File: config.mk
export PLATFORM = sky130hd
export DESIGN_NAME = csr_uart_rx
export DESIGN_NICKNAME = d
export VERILOG_FILES = /design/src/rtl/csr_uart_rx.sv
export SDC_FILE = /design/constraint.sdc
export NUM_CORES = 1
export LEC_CHECK = 0
export CORE_MARGIN = 5
export CORE_UTILIZATION = 45
export CTS_BUF_LIST = sky130_fd_sc_hd__clkbuf_4
export DETAILED_ROUTE_END_ITERATION = 8
export PLACE_DENSITY = 0.8
export SETUP_SLACK_MARGIN = 0.05
export SLEW_MARGIN = 30
export SYNTH_ARGS = -nofsm -noshare
export SYNTH_HDL_FRONTEND = slang
export SYNTH_SLANG_ARGS = --single-unit
export TNS_END_PERCENT = 10
File: constraint.sdc
create_clock -name clk -period 6.1 [get_ports clk]
set_input_delay 1.22 -clock clk [delete_from_list [all_inputs] [get_ports clk]]
set_output_delay 1.22 -clock clk [all_outputs]
set_load 0.02 [all_outputs]
File: src/rtl/csr_uart_rx.sv
// rtl/csr_uart_rx.sv - CSR-mapped 8N1 UART receiver with byte FIFO and getchar-style read
module csr_uart_rx #(
    parameter logic [11:0] BASE_ADDR = 12'hBC0,
    parameter int          BAUD_DIV  = 868,
    parameter int          FIFO_LOG2 = 2
) (
    input  logic        clk,
    input  logic        rstn,
    input  logic        read,
    input  logic [2:0]  modify,
    input  logic [31:0] wdata,
    input  logic [11:0] addr,
    output logic [31:0] rdata,
    output logic        valid,
    input  logic        rx,
    output logic        irq
);

    localparam int          DEPTH       = 1 << FIFO_LOG2;
    localparam int          PW          = FIFO_LOG2 + 1;
    localparam logic [15:0] HALF_RELOAD = 16'(BAUD_DIV / 2 - 1);
    localparam logic [15:0] FULL_RELOAD = 16'(BAUD_DIV - 1);

    typedef enum logic [1:0] {S_IDLE, S_START, S_DATA, S_STOP} state_t;

    logic          rx_s1_q, rs_q, rx_s3_q;
    state_t        state_q;
    logic [15:0]   cnt_q;
    logic [2:0]    bit_idx_q;
    logic [7:0]    shreg_q;
    logic [7:0]    mem_q [DEPTH];
    logic [PW-1:0] rd_ptr_q, wr_ptr_q, rd_ptr_d, wr_ptr_d;
    logic          overrun_q, frame_err_q, overrun_d, frame_err_d;
    logic          sel_q;

    logic fall_edge, stop_done, push_req, empty, full, pop, wr_en, flush, push_ok, overflow;
    logic unused_wdata;

    assign unused_wdata = ^{wdata[31], wdata[28:1]};

    assign fall_edge = rx_s3_q & ~rs_q;
    assign stop_done = (state_q == S_STOP) && (cnt_q == 16'd0);
    assign push_req  = stop_done & rs_q;

    assign empty    = (rd_ptr_q == wr_ptr_q);
    assign full     = (rd_ptr_q[PW-1] != wr_ptr_q[PW-1]) && (rd_ptr_q[PW-2:0] == wr_ptr_q[PW-2:0]);
    assign pop      = sel_q & ~empty;
    assign wr_en    = sel_q && (modify == 3'd1);
    assign flush    = wr_en & wdata[0];
    // A full FIFO still accepts a byte when the head leaves in the same cycle
    assign push_ok  = push_req & (~full | pop);
    assign overflow = push_req & full & ~pop;

    assign rd_ptr_d = flush ? '0 : rd_ptr_q + {{(PW-1){1'b0}}, pop};
    assign wr_ptr_d = flush ? '0 : wr_ptr_q + {{(PW-1){1'b0}}, push_ok};

    // Set events beat same-cycle clears so no error is silently lost
    assign overrun_d   = (overrun_q & ~(wr_en & wdata[30])) | overflow;
    assign frame_err_d = (frame_err_q & ~(wr_en & wdata[29])) | (stop_done & ~rs_q);

    assign valid = sel_q;
    assign irq   = ~empty;

    // Read data reflects state before any pop/clear happening at the end of this cycle
    always_comb begin
        rdata = 32'd0;
        if (sel_q) begin
            if (empty) rdata = 32'hFFFF_FFFF;
            else       rdata = {1'b0, overrun_q, frame_err_q, 21'd0, mem_q[rd_ptr_q[PW-2:0]]};
        end
    end

    // Two-flop synchroniser plus a third flop for falling-edge detection
    always_ff @(posedge clk or negedge rstn) begin
        if (!rstn) begin
            rx_s1_q <= 1'b1;
            rs_q    <= 1'b1;
            rx_s3_q <= 1'b1;
        end else begin
            rx_s1_q <= rx;
            rs_q    <= rx_s1_q;
            rx_s3_q <= rs_q;
        end
    end

    // Frame FSM: centre-samples start, eight data bits LSB first, then stop
    always_ff @(posedge clk or negedge rstn) begin
        if (!rstn) begin
            state_q   <= S_IDLE;
            cnt_q     <= 16'd0;
            bit_idx_q <= 3'd0;
            shreg_q   <= 8'd0;
        end else begin
            case (state_q)
                S_IDLE: begin
                    if (fall_edge) begin
                        state_q <= S_START;
                        cnt_q   <= HALF_RELOAD;
                    end
                end
                S_START: begin
                    if (cnt_q != 16'd0) begin
                        cnt_q <= cnt_q - 16'd1;
                    end else if (rs_q) begin
                        state_q <= S_IDLE;
                    end else begin
                        state_q   <= S_DATA;
                        cnt_q     <= FULL_RELOAD;
                        bit_idx_q <= 3'd0;
                    end
                end
                S_DATA: begin
                    if (cnt_q != 16'd0) begin
                        cnt_q <= cnt_q - 16'd1;
                    end else begin
                        shreg_q <= {rs_q, shreg_q[7:1]};
                        cnt_q   <= FULL_RELOAD;
                        if (bit_idx_q == 3'd7) state_q <= S_STOP;
                        else                   bit_idx_q <= bit_idx_q + 3'd1;
                    end
                end
                default: begin
                    if (cnt_q != 16'd0) cnt_q <= cnt_q - 16'd1;
                    else                state_q <= S_IDLE;
                end
            endcase
        end
    end

    // FIFO storage; pointers alone define occupancy so the array needs no reset
    always_ff @(posedge clk) begin
        if (push_ok && !flush) mem_q[wr_ptr_q[PW-2:0]] <= shreg_q;
    end

    // FIFO pointers, sticky flags and the registered CSR select
    always_ff @(posedge clk or negedge rstn) begin
        if (!rstn) begin
            rd_ptr_q    <= '0;
            wr_ptr_q    <= '0;
            overrun_q   <= 1'b0;
            frame_err_q <= 1'b0;
            sel_q       <= 1'b0;
        end else begin
            rd_ptr_q    <= rd_ptr_d;
            wr_ptr_q    <= wr_ptr_d;
            overrun_q   <= overrun_d;
            frame_err_q <= frame_err_d;
            sel_q       <= read && (addr == BASE_ADDR);
        end
    end

endmodule

==> summary.txt <==
Status
  – Run status: finished clean

Power and ir drop
  – Static leakage: 0.00170 µW
  – Cell Pwr Density: 284 nW/µm²
  – Sequential group share of total power: 0.483
  – Internal Power: 810 µW
  – Psw: 432 µW
  – Maximum resistive drop on vdd: 0.258 mV
  – Relative contribution of combinational cells to total power: 0.276
  – Proportion of power drawn by the clock network: 0.240
  – Sw Share: 0.348

GRT
  – Initial antenna violation count: 0
  – Vias in the first global route: 2,500
  – Largest net degree at the start of global routing: 42
  – Global route total overflow: 0
  – First-pass GRT wire length: 12,300 µm
  – Overall track demand over capacity in global routing: 0.154

Yosys
  – Share of synthesized flip-flops with an asynchronous set or reset: 0.562
  – Number of instances in the synthesized netlist: 308
  – Most used DFF post-synth: dfrtp_1
  – Yosys warning count: 0
  – Part of the Yosys area used for sequential elements: 0.526
  – Average size of a mapped cell: 12.3 µm²
  – Post-synth net total: 372
  – Number of enable flip-flop cells after synthesis: 32
  – Post-synthesis register bit count: 73
  – Post-Syn Area: 3780 µm²
  – Count of unique library cells instantiated by Yosys: 66

Clocking
  – Clock slew at reported path FFs: 130 ps
  – Total CTS buffers: 9
  – Worst-Skew Late Latency: 420 ps
  – Number of clock sinks: 73
  – Maximum buffer depth of the clock tree: 2
  – CTS Root Buffer Type: clkbuf_4
  – Hold-fix buffer count after cts: 0
  – H-Tree Depth: 3
  – CTS tree: built
  – # Post-CTS Setup Buffers: 0
  – Post-CTS sizing: 0

Final layout
  – Nets@finish: 408
  – Area grow syn2layout: 15.6%
  – Count of placed standard cells in the final layout, fillers left out: 454
  – Number of antenna repair diodes: 0
  – Share of final-layout standard cells stronger than drive strength 1: 0.138
  – Final design area excluding fillers: 4370 µm²
  – Reg area: 1990 µm²
  – Area occupied by multi-input gates: 1510 µm²
  – Fillcell total: 703

Route
  – Total via count in the routed design: 2,534
  – Total Wirelength: 7260 µm
  – Iteration-0 DRC count of the detailed router: 93
  – Routed WL per cell: 16.0 µm
  – Detail-routed via count per cell: 5.58
  – Iteration count of the initial detailed-routing pass: 6
  – Number of design rule violations left after detail routing: 0
  – Remaining antenna violation count after routing: 0

Critical path
  – Worst endpoint required time: 4880 ps
  – Classification of the worst setup path: reg2out
  – Worst Setup Start Kind: flop
  – Type of destination of the critical path: output pin
  – Crit-path max FO: 22
  – Worst path arrival time: 3060 ps

Placement
  – I/O Buffers: 55
  – Post-placement cell count: 438
  – DP Worst Slack: 2240 ps
  – Final GP Congestion: 0.851
  – Area after detailed placement: 4230 µm²
  – Post-detailed-placement half-perimeter wirelength: 5170 µm

Floorplan
  – Number of top-level design ports: 85
  – Starting Density: 0.460
  – Number of standard-cell rows in the floorplan: 33
  – Vertical die dimension: 102 µm
  – Core area: 8220 µm²
  – Die W: 102 µm
  – Total die area: 10,300 µm²

Timing
  – Unrepaired setup endpoints after global routing: no
  – Measured slew at the worst slew-check pin: 752 ps
  – Worst slew margin: 0.492
  – Hold Vio Cnt, Final: 0
  – Worst Clk Skew: 17.2 ps
  – Post-route setup slack: 1820 ps
  – Period minus WS final: 4280 ps
  – Final total negative setup slack: 0 ps
  – Fmax: 234 MHz
  – Count of endpoints failing setup in the final report: 0
  – Final critical-path share of the clock period: 0.701
  – Fin. max-slew vios: 0

Flow run
  – Max Cap Violations: 0

Worst hold path
  – Hold Crit Class: reg2reg
==> cells in the mapped netlist, drive strengths merged, types with 2 or more instances <==
library cell,n,area share
a21oi,14,0.020
a31o,2,0.0046
and2,6,0.010
and4,2,0.0046
buf,26,0.056
clkbuf,6,0.0086
dfrtp,38,0.25
dfstp,3,0.021
edfxtp,32,0.25
ha,13,0.043
inv,10,0.0099
mux2,8,0.024
mux4,8,0.048
nand2,22,0.023
nand2b,4,0.0066
nand3,4,0.0053
nand4,4,0.0083
nand4b,2,0.0046
nor2,13,0.015
nor2b,2,0.0033
nor3,3,0.0053
nor3b,5,0.013
nor4,9,0.021
o21a,13,0.026
o21ai,19,0.025
o221ai,2,0.0046
o22a,2,0.0046
o2bb2ai,4,0.0093
o31ai,3,0.0060
or3,2,0.0033
or4,4,0.0089
xnor2,3,0.0070
xor2,3,0.0070
==> registers in the layout, indices dropped and copies added (netlist names) <==
register and flops:
state_q 2, rx_s1_q 1, wr_ptr_q 3, rd_ptr_q 3
shreg_q 8, overrun_q 1, rx_s3_q 1, cnt_q 16
frame_err_q 1, rs_q 1, mem_q 32, valid 1
bit_idx_q 3
==> layer usage <==
metal  global-route usage  up-vias  share of wire
li1                     -     1203              -
met1                0.189     1255           0.42
met2                0.263       71           0.51
met3               0.0503        5          0.063
met4               0.0399        0         0.0065
met5                    0        -              0
==> cells in the final DEF (no fill, tap or decap), types with 2 or more instances in the layout <==
cell	netlist	routed
dfrtp_1	38	38
nand2_1	21	21
nand4b_1	2	2
ha_1	13	13
inv_1	10	10
o22a_1	2	2
o2bb2ai_1	4	4
clkinvlp_4	0	2
xnor2_1	3	3
nor2b_1	2	2
o21a_1	13	13
buf_4	21	3
and4_1	2	2
and2_1	5	5
nor3_1	2	2
mux4_2	8	8
nor2_1	12	12
clkdlybuf4s50_1	0	54
or4_1	3	3
xor2_1	3	3
or3_1	2	2
nor3b_2	2	2
nor3b_1	3	3
mux2_1	3	3
a31o_1	2	2
nand3_1	4	4
o21ai_0	14	14
o31ai_1	3	3
mux2_2	5	5
nand2b_1	4	4
edfxtp_1	32	32
clkbuf_4	0	9
nand4_1	3	3
clkinv_1	0	2
o21ai_1	5	5
dfstp_2	3	3
o221ai_1	2	2
nor4_1	7	7
a21oi_1	13	13
==> worst max-delay path: stages, from the launching register on <==
cell	delay [ps]
dfrtp_1	750
xor2_1	180
nor3b_1	230
buf_4	220
and2_1	530
clkdlybuf4s50_1	730
==> through the flow <==
step           hold WS [ps]  power, µW  utilization
3_3_place_gp            347        936        0.515
2_1_floorplan           345        889            -
6_report                376       1240        0.532
3_5_place_dp            347        949        0.515
5_1_grt                 387       1320        0.532
4_1_cts                 374       1250        0.531
==> kinds of logic (layout without fill, tap and decap cells) <==
logic type      after synthesis  after routing  synth area share
flops                        73             73             0.526
fa+ha+maj                    13             13            0.0430
simple gates                 87             87             0.143
mux                          16             16            0.0715
compound gates               71             71             0.128
xor+xnor                      6              6            0.0139
buf+inv                      42             83            0.0745
==> cell type report <==
type / count / share of cell area
sequential: 73 / 0.456
clock inverter: 7 / 0.0160
tap: 105 / 0.0301
inverter: 10 / 0.00859
clock buffer: 9 / 0.0155
timing repair buffer: 57 / 0.129
multi-input combinational: 193 / 0.345
==> path summary, 6_finish.rpt <==
| check | end | slack, ps | start | cells after the start |
|---|---|---|---|---|
| max reg2reg | mem_q[2][5] | 3120 | cnt_q[10] | 5 |
| min reg2reg | rs_q | 380 | rx_s1_q | 0 |
| max in group asynchronous | cnt_q[4] | 4950 | rstn | 1 |
| max | rdata[15] | 1820 | rd_ptr_q[0] | 5 |
| min in group asynchronous | cnt_q[13] | 770 | rstn | 1 |
| min | rs_q | 380 | rx_s1_q | 0 |
==> power groups by stage <==
stage / registers, µW / clock network, µW / logic, µW
after global routing: 609 / 334 / 380
after CTS: 600 / 308 / 340
after floorplan: 593 / 0 / 296
after detailed placement: 610 / 0 / 339
after global placement: 606 / 0 / 331
final: 601 / 299 / 344
Power figures use the tool's default switching activity.
